===== config.mk =====
export PLATFORM = sky130hd
export DESIGN_NAME = hazard_ctrl
export DESIGN_NICKNAME = d
export VERILOG_FILES = /design/src/rtl/pipeline_pkg.sv /design/src/rtl/hazard_detect.sv /design/src/rtl/hazard_ctrl.sv
export SDC_FILE = /design/constraint.sdc
export NUM_CORES = 1
export LEC_CHECK = 0
export CAP_MARGIN = 20
export CORE_MARGIN = 2
export CORE_UTILIZATION = 30
export CTS_CLUSTER_SIZE = 8
export DETAILED_ROUTE_END_ITERATION = 16
export GPL_TIMING_DRIVEN = 0
export PLACE_DENSITY = 0.77
export SYNTH_ARGS = -nofsm -noshare
export SYNTH_HDL_FRONTEND = slang
export SYNTH_SLANG_ARGS = --single-unit
export TNS_END_PERCENT = 10

===== constraint.sdc =====
create_clock -name clk -period 2.1 [get_ports clk]
set_input_delay 0.21 -clock clk [delete_from_list [all_inputs] [get_ports clk]]
set_output_delay 0.21 -clock clk [all_outputs]
set_load 0.02 [all_outputs]

===== src/rtl/pipeline_pkg.sv =====
// Shared types and opcode constants for the 3-stage core's sequencing control.
package pipeline_pkg;

    typedef enum logic [1:0] {
        RUN       = 2'b00,
        LD_STALL  = 2'b01,
        IRQ_DRAIN = 2'b10,
        IRQ_ENTER = 2'b11
    } ctrl_state_e;

    typedef enum logic [1:0] {
        PC_PLUS4  = 2'b00,
        PC_TARGET = 2'b01,
        PC_MTVEC  = 2'b10,
        PC_MEPC   = 2'b11
    } pc_sel_e;

    localparam logic [6:0]  OPC_JAL    = 7'h6f;
    localparam logic [6:0]  OPC_JALR   = 7'h67;
    localparam logic [6:0]  OPC_LOAD   = 7'h03;
    localparam logic [6:0]  OPC_BRANCH = 7'h63;
    localparam logic [31:0] INST_MRET  = 32'h30200073;

endpackage


===== src/rtl/hazard_detect.sv =====
// Combinational field decode: M-W -> D-E register hits, load-use, jump and mret detection.
module hazard_detect
    import pipeline_pkg::*;
#(
    parameter int WIDTH = 32
) (
    input  logic [WIDTH-1:0] inst_f2d,
    input  logic [WIDTH-1:0] inst_e2m,
    input  logic             reg_wr_mw,
    output logic             hit_a,
    output logic             hit_b,
    output logic             load_use,
    output logic             jump_f2d,
    output logic             mret_e2m
);

    logic [4:0] rd_e2m;
    logic [4:0] rs1;
    logic [4:0] rs2;
    logic [6:0] opc_f2d;
    logic       load_e2m;
    logic       unused_f2d;

    assign rd_e2m   = inst_e2m[11:7];
    assign rs1      = inst_f2d[19:15];
    assign rs2      = inst_f2d[24:20];
    assign opc_f2d  = inst_f2d[6:0];
    assign load_e2m = (inst_e2m[6:0] == OPC_LOAD);

    // x0 is never a real producer, so it can never forward
    assign hit_a = reg_wr_mw && (rd_e2m != 5'd0) && (rd_e2m == rs1);
    assign hit_b = reg_wr_mw && (rd_e2m != 5'd0) && (rd_e2m == rs2);

    assign load_use = load_e2m && (hit_a || hit_b);
    assign jump_f2d = (opc_f2d == OPC_JAL) || (opc_f2d == OPC_JALR);
    assign mret_e2m = (inst_e2m == WIDTH'(INST_MRET));

    assign unused_f2d = ^{inst_f2d[WIDTH-1:25], inst_f2d[14:7]};

endmodule


===== src/rtl/hazard_ctrl.sv =====
// Pipeline sequencing FSM: forwarding, load-use stall, redirect flush, irq entry, mret.
// Optional macro HAZARD_CTRL_LOAD_FWD_EN: forward a load result ready in the same cycle.
module hazard_ctrl
    import pipeline_pkg::*;
#(
    parameter int WIDTH         = 32,
    parameter int IRQ_DRAIN_CYC = 2
) (
    input  logic             clk,
    input  logic             rst_n,
    input  logic [WIDTH-1:0] inst_f2d,
    input  logic [WIDTH-1:0] inst_e2m,
    input  logic             reg_wr_mw,
    input  logic             mem_ready,
    input  logic             br_taken,
    input  logic             irq_req,
    output logic             stall_if,
    output logic             stall_id,
    output logic             flush_id,
    output logic             flush_e2m,
    output logic [1:0]       pc_sel,
    output logic             forward_ae,
    output logic             forward_be,
    output logic             epc_we,
    output logic             irq_ack
);

    localparam logic [3:0] DRAIN_LAST = 4'(IRQ_DRAIN_CYC - 1);

    ctrl_state_e state, state_nxt;
    logic [3:0]  drain_cnt, drain_cnt_nxt;
    logic        in_handler, in_handler_nxt;
    pc_sel_e     pc_mux;

    logic hit_a, hit_b, load_use, jump_f2d, mret_e2m;

    hazard_detect #(.WIDTH(WIDTH)) u_detect (
        .inst_f2d  (inst_f2d),
        .inst_e2m  (inst_e2m),
        .reg_wr_mw (reg_wr_mw),
        .hit_a     (hit_a),
        .hit_b     (hit_b),
        .load_use  (load_use),
        .jump_f2d  (jump_f2d),
        .mret_e2m  (mret_e2m)
    );

    always_ff @(posedge clk or posedge rst_n) begin
        if (rst_n) begin
            state      <= RUN;
            drain_cnt  <= 4'd0;
            in_handler <= 1'b0;
        end else begin
            state      <= state_nxt;
            drain_cnt  <= drain_cnt_nxt;
            in_handler <= in_handler_nxt;
        end
    end

    always_comb begin
        state_nxt      = state;
        drain_cnt_nxt  = drain_cnt;
        in_handler_nxt = in_handler;
        stall_if       = 1'b0;
        stall_id       = 1'b0;
        flush_id       = 1'b0;
        flush_e2m      = 1'b0;
        forward_ae     = 1'b0;
        forward_be     = 1'b0;
        epc_we         = 1'b0;
        irq_ack        = 1'b0;
        pc_mux         = PC_PLUS4;

        unique case (state)
            RUN: begin
                if (mret_e2m) begin
                    pc_mux         = PC_MEPC;
                    flush_id       = 1'b1;
                    in_handler_nxt = 1'b0;
                end else if (jump_f2d || br_taken) begin
                    pc_mux   = PC_TARGET;
                    flush_id = 1'b1;
                end else if (irq_req && !in_handler) begin
                    flush_id      = 1'b1;
                    stall_if      = 1'b1;
                    drain_cnt_nxt = 4'd0;
                    state_nxt     = IRQ_DRAIN;
`ifdef HAZARD_CTRL_LOAD_FWD_EN
                end else if (load_use && !mem_ready) begin
`else
                end else if (load_use) begin
`endif
                    stall_if  = 1'b1;
                    stall_id  = 1'b1;
                    flush_e2m = 1'b1;
                    state_nxt = LD_STALL;
                end else begin
                    // a ready load result takes this path too when same-cycle forwarding is built in
                    forward_ae = hit_a;
                    forward_be = hit_b;
                end
            end
            LD_STALL: begin
                stall_if  = 1'b1;
                stall_id  = 1'b1;
                flush_e2m = 1'b1;
                if (mem_ready) begin
                    state_nxt = RUN;
                end
            end
            IRQ_DRAIN: begin
                stall_if      = 1'b1;
                flush_id      = 1'b1;
                drain_cnt_nxt = drain_cnt + 4'd1;
                if (drain_cnt == DRAIN_LAST) begin
                    state_nxt = IRQ_ENTER;
                end
            end
            IRQ_ENTER: begin
                epc_we         = 1'b1;
                irq_ack        = 1'b1;
                pc_mux         = PC_MTVEC;
                in_handler_nxt = 1'b1;
                state_nxt      = RUN;
            end
            default: state_nxt = RUN;
        endcase

        // outputs are held quiet for as long as reset is asserted
        if (rst_n) begin
            stall_if   = 1'b0;
            stall_id   = 1'b0;
            flush_id   = 1'b0;
            flush_e2m  = 1'b0;
            forward_ae = 1'b0;
            forward_be = 1'b0;
            epc_we     = 1'b0;
            irq_ack    = 1'b0;
            pc_mux     = PC_PLUS4;
        end
        pc_sel = pc_mux;
    end

endmodule


=== Word-level counts from Yosys, hierarchy flattened ===
Index checks and enable logic that the tools add are counted.

* $add $sub $neg: 1
* Equal/unequal tests: 17
* Multiplexer cells: 47
* Reductions and logical operators: 17

{| class="wikitable"
|+ Operator list
! cell !! number
|-
| 32-bit by 30-bit equality test with 1-bit output, second input constant || 1
|-
| 1-bit two-way mux || 29
|-
| 2-bit two-way mux || 8
|-
| 7-bit equality test, second input constant || 2
|-
| 4-bit two-way mux || 3
|-
| 2-bit != test, second input constant || 6
|-
| 5-bit equality test || 2
|-
| 1-bit one-hot mux with 2 select lines || 4
|-
| 2-bit one-hot mux with 4 select lines || 1
|-
| 4-bit one-hot mux with 2 select lines || 1
|-
| 7-bit by 2-bit equality test with 1-bit output, second input constant || 1
|-
| 1-bit logical AND || 5
|-
| 5-bit AND reduction || 1
|-
| 5-bit nonzero test || 1
|-
| 4-bit by 1-bit adder with 4-bit output, second input constant || 1
|-
| 2-bit equality test, second input constant || 2
|-
| 4-bit by 1-bit equality test with 1-bit output, second input constant || 1
|-
| 2-bit one-hot mux with 2 select lines || 1
|-
| 4-bit AND reduction || 1
|-
| 2-bit nonzero test || 2
|-
| 1-bit logical OR || 3
|-
| 3-bit != test, second input constant || 1
|-
| 2-bit by 1-bit equality test with 1-bit output, second input constant || 1
|-
| 2-bit logical NOT || 1
|-
| other kinds (3) || 3
|}

* Register bits after elaboration: 7
* Output and inout bits: 10

=== Depth between registers and ports, before layout ===
* Depth after elaboration: 11
* Mapped depth: 8
* Mapped depth without buffers: 7

=== Hierarchy ===
From an unflattened synthesis, not the netlist that was laid out.

* Cell total of the unflattened synthesis: 107
* Area total of the unflattened synthesis: 869.6 µm²

{| class="wikitable"
|+ Modules (own cells, without submodules)
! module !! times used !! cells an instance !! area an instance (µm²) !! sequential area each (µm²)
|-
| hazard_ctrl || 1 || 69 || 621.8 || 175.2
|-
| hazard_detect || 1 || 38 || 247.7 || 0.0
|}

=== Worst setup path before layout ===
No wires, ideal clock.

* Path kind: input-to-output
* From: in inst_e2m[3]
* To: out stall_if
* Data arrival time: 1.945 ns
* Required time: 1.890 ns
* Setup slack: -0.055 ns
* Stages: 6
* Path through: nor2_1 > nand3_2 > or4_4 > a211oi_2 > nor2_1 > o41ai_1

* Word-level cells in the longest chain between the ends: 8
* Elaborated cells between the ends (all ways): 9

{| class="wikitable"
|+ Ends and longest elaborated chain
! what !! line !! RTL
|-
| start, declared || hazard_ctrl.sv:12 || <nowiki>input logic [WIDTH-1:0] inst_e2m,</nowiki>
|-
| 7-bit by 2-bit equality test with 1-bit output || hazard_detect.sv:28 || <nowiki>assign load_e2m = (inst_e2m[6:0] == OPC_LOAD);</nowiki>
|-
| 1-bit logical AND || hazard_detect.sv:34 || <nowiki>assign load_use = load_e2m && (hit_a || hit_b);</nowiki>
|-
| 1-bit two-way mux || hazard_ctrl.sv:91 || <nowiki>end else if (load_use) begin</nowiki>
|-
| 1-bit two-way mux || hazard_ctrl.sv:83 || <nowiki>end else if (irq_req && !in_handler) begin</nowiki>
|-
| 1-bit two-way mux || hazard_ctrl.sv:80 || <nowiki>end else if (jump_f2d || br_taken) begin</nowiki>
|-
| 1-bit two-way mux * || hazard_ctrl.sv:76 || <nowiki>if (mret_e2m) begin</nowiki>
|-
| 1-bit one-hot mux with 2 select lines * || hazard_ctrl.sv:74 || <nowiki>unique case (state)</nowiki>
|-
| 1-bit two-way mux * || hazard_ctrl.sv:130 || <nowiki>if (rst_n) begin</nowiki>
|-
| end, declared || hazard_ctrl.sv:17 || <nowiki>output logic stall_if,</nowiki>
|}

Every way passes the cells marked *; elsewhere a longest branch is shown, timed or not.

=== Final worst setup path ===
* From: in inst_e2m[5]
* To: out stall_if

The elaborated chain is that of the path after synthesis.

==> summary.md <==
| Metric | Value |
|---|---|
| Simple-gate share of the synthesized area | 0.388 |
| CP Capture Type | output port |
| Crit path buf inv count | 2 |
| EDFF count, synth | 0 |
| Root Buffer | clkbuf_4 |
| Wire per inst | 14.0 um |
| DP HPWL | 2.62 mm |
| Mux share of post-synthesis cell area | 0 |
| Worst setup path start | inst_e2m[5] |
| CP cell instances | dlygate4sd2_1 -> or4_4 -> a211oi_4 -> nor2_2 -> o41ai_4 -> buf_4 |
| Xor and xnor area share after synthesis | 0.0950 |
| Worst setup margin | 0.0250 ns |
| Compound-Gate Fraction of Synth Area | 0.185 |
| Clock sinks | 7 |
| Share of cells above drive strength 1 | 0.323 |
| Post-Syn Instances | 118 |
| Final hold vios | 0 |
| Pre-antenna DRT Iters | 4 |
| Final period util | 0.988 |
| Final setup violation count | 0 |
| Die Wd | 59.4 um |
| Core area | 2980 sq um |
| TritonCTS Buffers | 3 |
| Residual DRC | 0 |
| Slowest Stage Delay on Critical Path | 0.55 ns |
| CP max-delay cell | or4_4 |
| Slew margin rel. | 0.663 |
| Global route overflow | 0 |
| Worst VDD drop | 318 uV |
| Routability Congestion | 0.866 |
| Mapped cell area | 922 sq um |
| Register area share after synthesis | 0.190 |
| Full die area | 3530 sq um |
| Worst min-delay path class | input pin to asynchronous set/reset pin |
| Adder-Cell Fraction of Synth Area | 0.0814 |
| Vias in the first global route | 1295 |
| H-Tree Depth | 1 |
| Largest family of logic cells by synthesized area | simple AND/OR/NAND/NOR gates |
| Pleak | 0.862 nW |
| Reg-to-reg slack, setup | 0.28 ns |
| Reg-to-Reg Start | state[1]$_DFFE_PP0P_ |
| Delay-heaviest family, CP | simple AND/OR/NAND/NOR gates |
| Nets | 275 |
| Total GRT Usage | 0.195 |
| FF-to-FF End | state[1]$_DFFE_PP0P_ |
| Initial core utilization | 0.310 |
| Crit path depth | 6 |
| RSZ-0062 raised after global routing | yes |
| # Max-Cap Violations | 0 |
| R2R depth | 6 |
| Skew-Pair Late Insertion Delay | 0.26 ns |
| Critical-path maximum fanout | 2 |
| Fmax | 482 MHz |
| Synth area leaders | dfrtp_1, ha_1, nor2_1, xor2_1, nand2_1 |
| Clock transition at path regs | 0.05 ns |
| Synth Flop Type | dfrtp_1 |
| Asr flop ratio synth | 1.00 |
| Slew Limit Fails | 0 |
| Cell Rows | 20 |
| Dpl ws | -0.825 ns |
| Worst Tran Pin Value | 0.504 ns |
| Via Count | 1220 |
| Post-Route WL | 3.23 mm |
| Final worst path period need | 2.07 ns |
| Crit path required time | 1.89 ns |
| DRT iter0 DRCs | 36 |
| First-pass GRT wire length | 5.38 mm |
| Post-DP Area | 1600 sq um |
| Syn Area/Cell | 7.81 sq um |
| Area Overhead vs Synth | 91.5% |
| Met3 Use GR | 0.0611 |
| Largest net degree at the start of global routing | 11 |
| Synth warn | 0 |
| Die H | 59.4 um |
| Worst path arrival time | 1.86 ns |
| Element type at the critical path start | input pin |
| Clock Skews | 0.00158 ns |
| WS Path Type | input pin to output port |
| Outcome | finished, final reports clean |
| Met2 usage | 0.392 |
| DRT antenna net count | 0 |
| Max clock buf depth | 2 |
| Synthesis-stage register bit count | 7 |
| Most common cell in the synthesized netlist | nor2_1 |
| Top cell type's share of synthesized area | 0.190 |
| Initial antenna violation count | 0 |
| Synthesized net count | 194 |
| Post-route cell area | 1770 sq um |
| GRT Max-Usage Layer | met2 |
| Commonest cells in the netlist | nor2_1, nand2_1, dfrtp_1, inv_1 |
| Top Ports | 80 |
| Hold_buf cts | 0 |
| I/O Buffers | 63 |
| Synth unique cells | 44 |
| Via/cell ratio | 5.28 |
| Power Total | 1.27 mW |
| Post-synth top area cell | dfrtp_1 |
| Met1 Use GR | 0.194 |
| Pwr dens | 717 nW/um^2 |
| # diodes | 0 |
| Clock tree from TritonCTS | built |
==> state kept, by name, indices dropped and copies added, names as in the netlist <==
| name | count |
|---|---|
| state | 2 |
| drain_cnt | 4 |
| in_handler | 1 |
==> cell families after synthesis <==
| kind of cell | count (synthesis) |
|---|---|
| AO/OA/AOI/OAI | 23 |
| XOR/XNOR | 10 |
| adder cells (fa/ha/maj) | 6 |
| buffers and inverters | 11 |
| flip-flops | 7 |
| AND/OR/NAND/NOR | 61 |
==> how the worst max path moves through the flow <==
stage | to | slack [ns]
after floorplan | stall_id | 0.05
after global placement | stall_id | -0.81
after detailed placement | stall_id | -0.83
after CTS | stall_if | -0.05
after global routing | stall_if | -0.05
final | stall_if | 0.03
==> power breakdown <==
part / internal, mW / total [mW] / switching (mW) / leakage (nW)
clock: 0.0728 / 0.126 / 0.0537 / 0.0150
combinational: 0.413 / 0.895 / 0.481 / 0.760
sequential: 0.186 / 0.244 / 0.0580 / 0.0877
==> final cells by class <==
type | count | area [sq um]
fill | 277 | 1210
timing repair buffer | 77 | 678
clock buffer | 4 | 26.3
tap | 33 | 41.3
buffer | 3 | 22.5
sequential | 7 | 176
multi-input combinational | 100 | 795
inverter | 7 | 26.3
==> layer usage <==
metal  wire [um]  up-vias
met5           0        -
met4          46        0
met3         258        6
met2        1780       57
met1        1150      566
li1            -      591
==> cell usage in the layout (no fill, tap or decap), types with 2 or more instances in the layout <==
cell type / count
buf_4: 16
dlygate4sd2_1: 14
nor2_1: 13
clkdlybuf4s15_1: 12
clkdlybuf4s50_1: 11
buf_2: 10
nand2_1: 9
dlymetal6s2s_1: 9
xor2_1: 6
nor3_1: 6
nand3_1: 6
dfrtp_1: 6
inv_1: 5
xnor2_1: 4
nor2_2: 4
ha_1: 4
clkbuf_2: 4
buf_6: 4
nor4_1: 3
a31oi_1: 3
clkbuf_4: 3
inv_2: 2
nand2_2: 2
nand4_1: 2
nor2b_1: 2
a21oi_1: 2
o21ai_0: 2
==> stage by stage <==
step	hold WS (ns)	TNS (ns)	utilization	std cells
after global routing	0.417	-0.109	0.593	231
final	0.377	0	0.593	231
after global placement	0.528	-5.26	0.538	214
after floorplan	0.0300	0	-	118
after detailed placement	0.549	-5.43	0.538	214
after CTS	0.335	-0.107	0.581	230
==> timing repair <==
action | CTS | global route
resized for setup | 100 | 45
endpoints found under the setup margin | 9 | 11
buffers inserted | 12 | 2
pin swaps | 24 | 26
No activity file was read; power rests on OpenSTA's default activity.
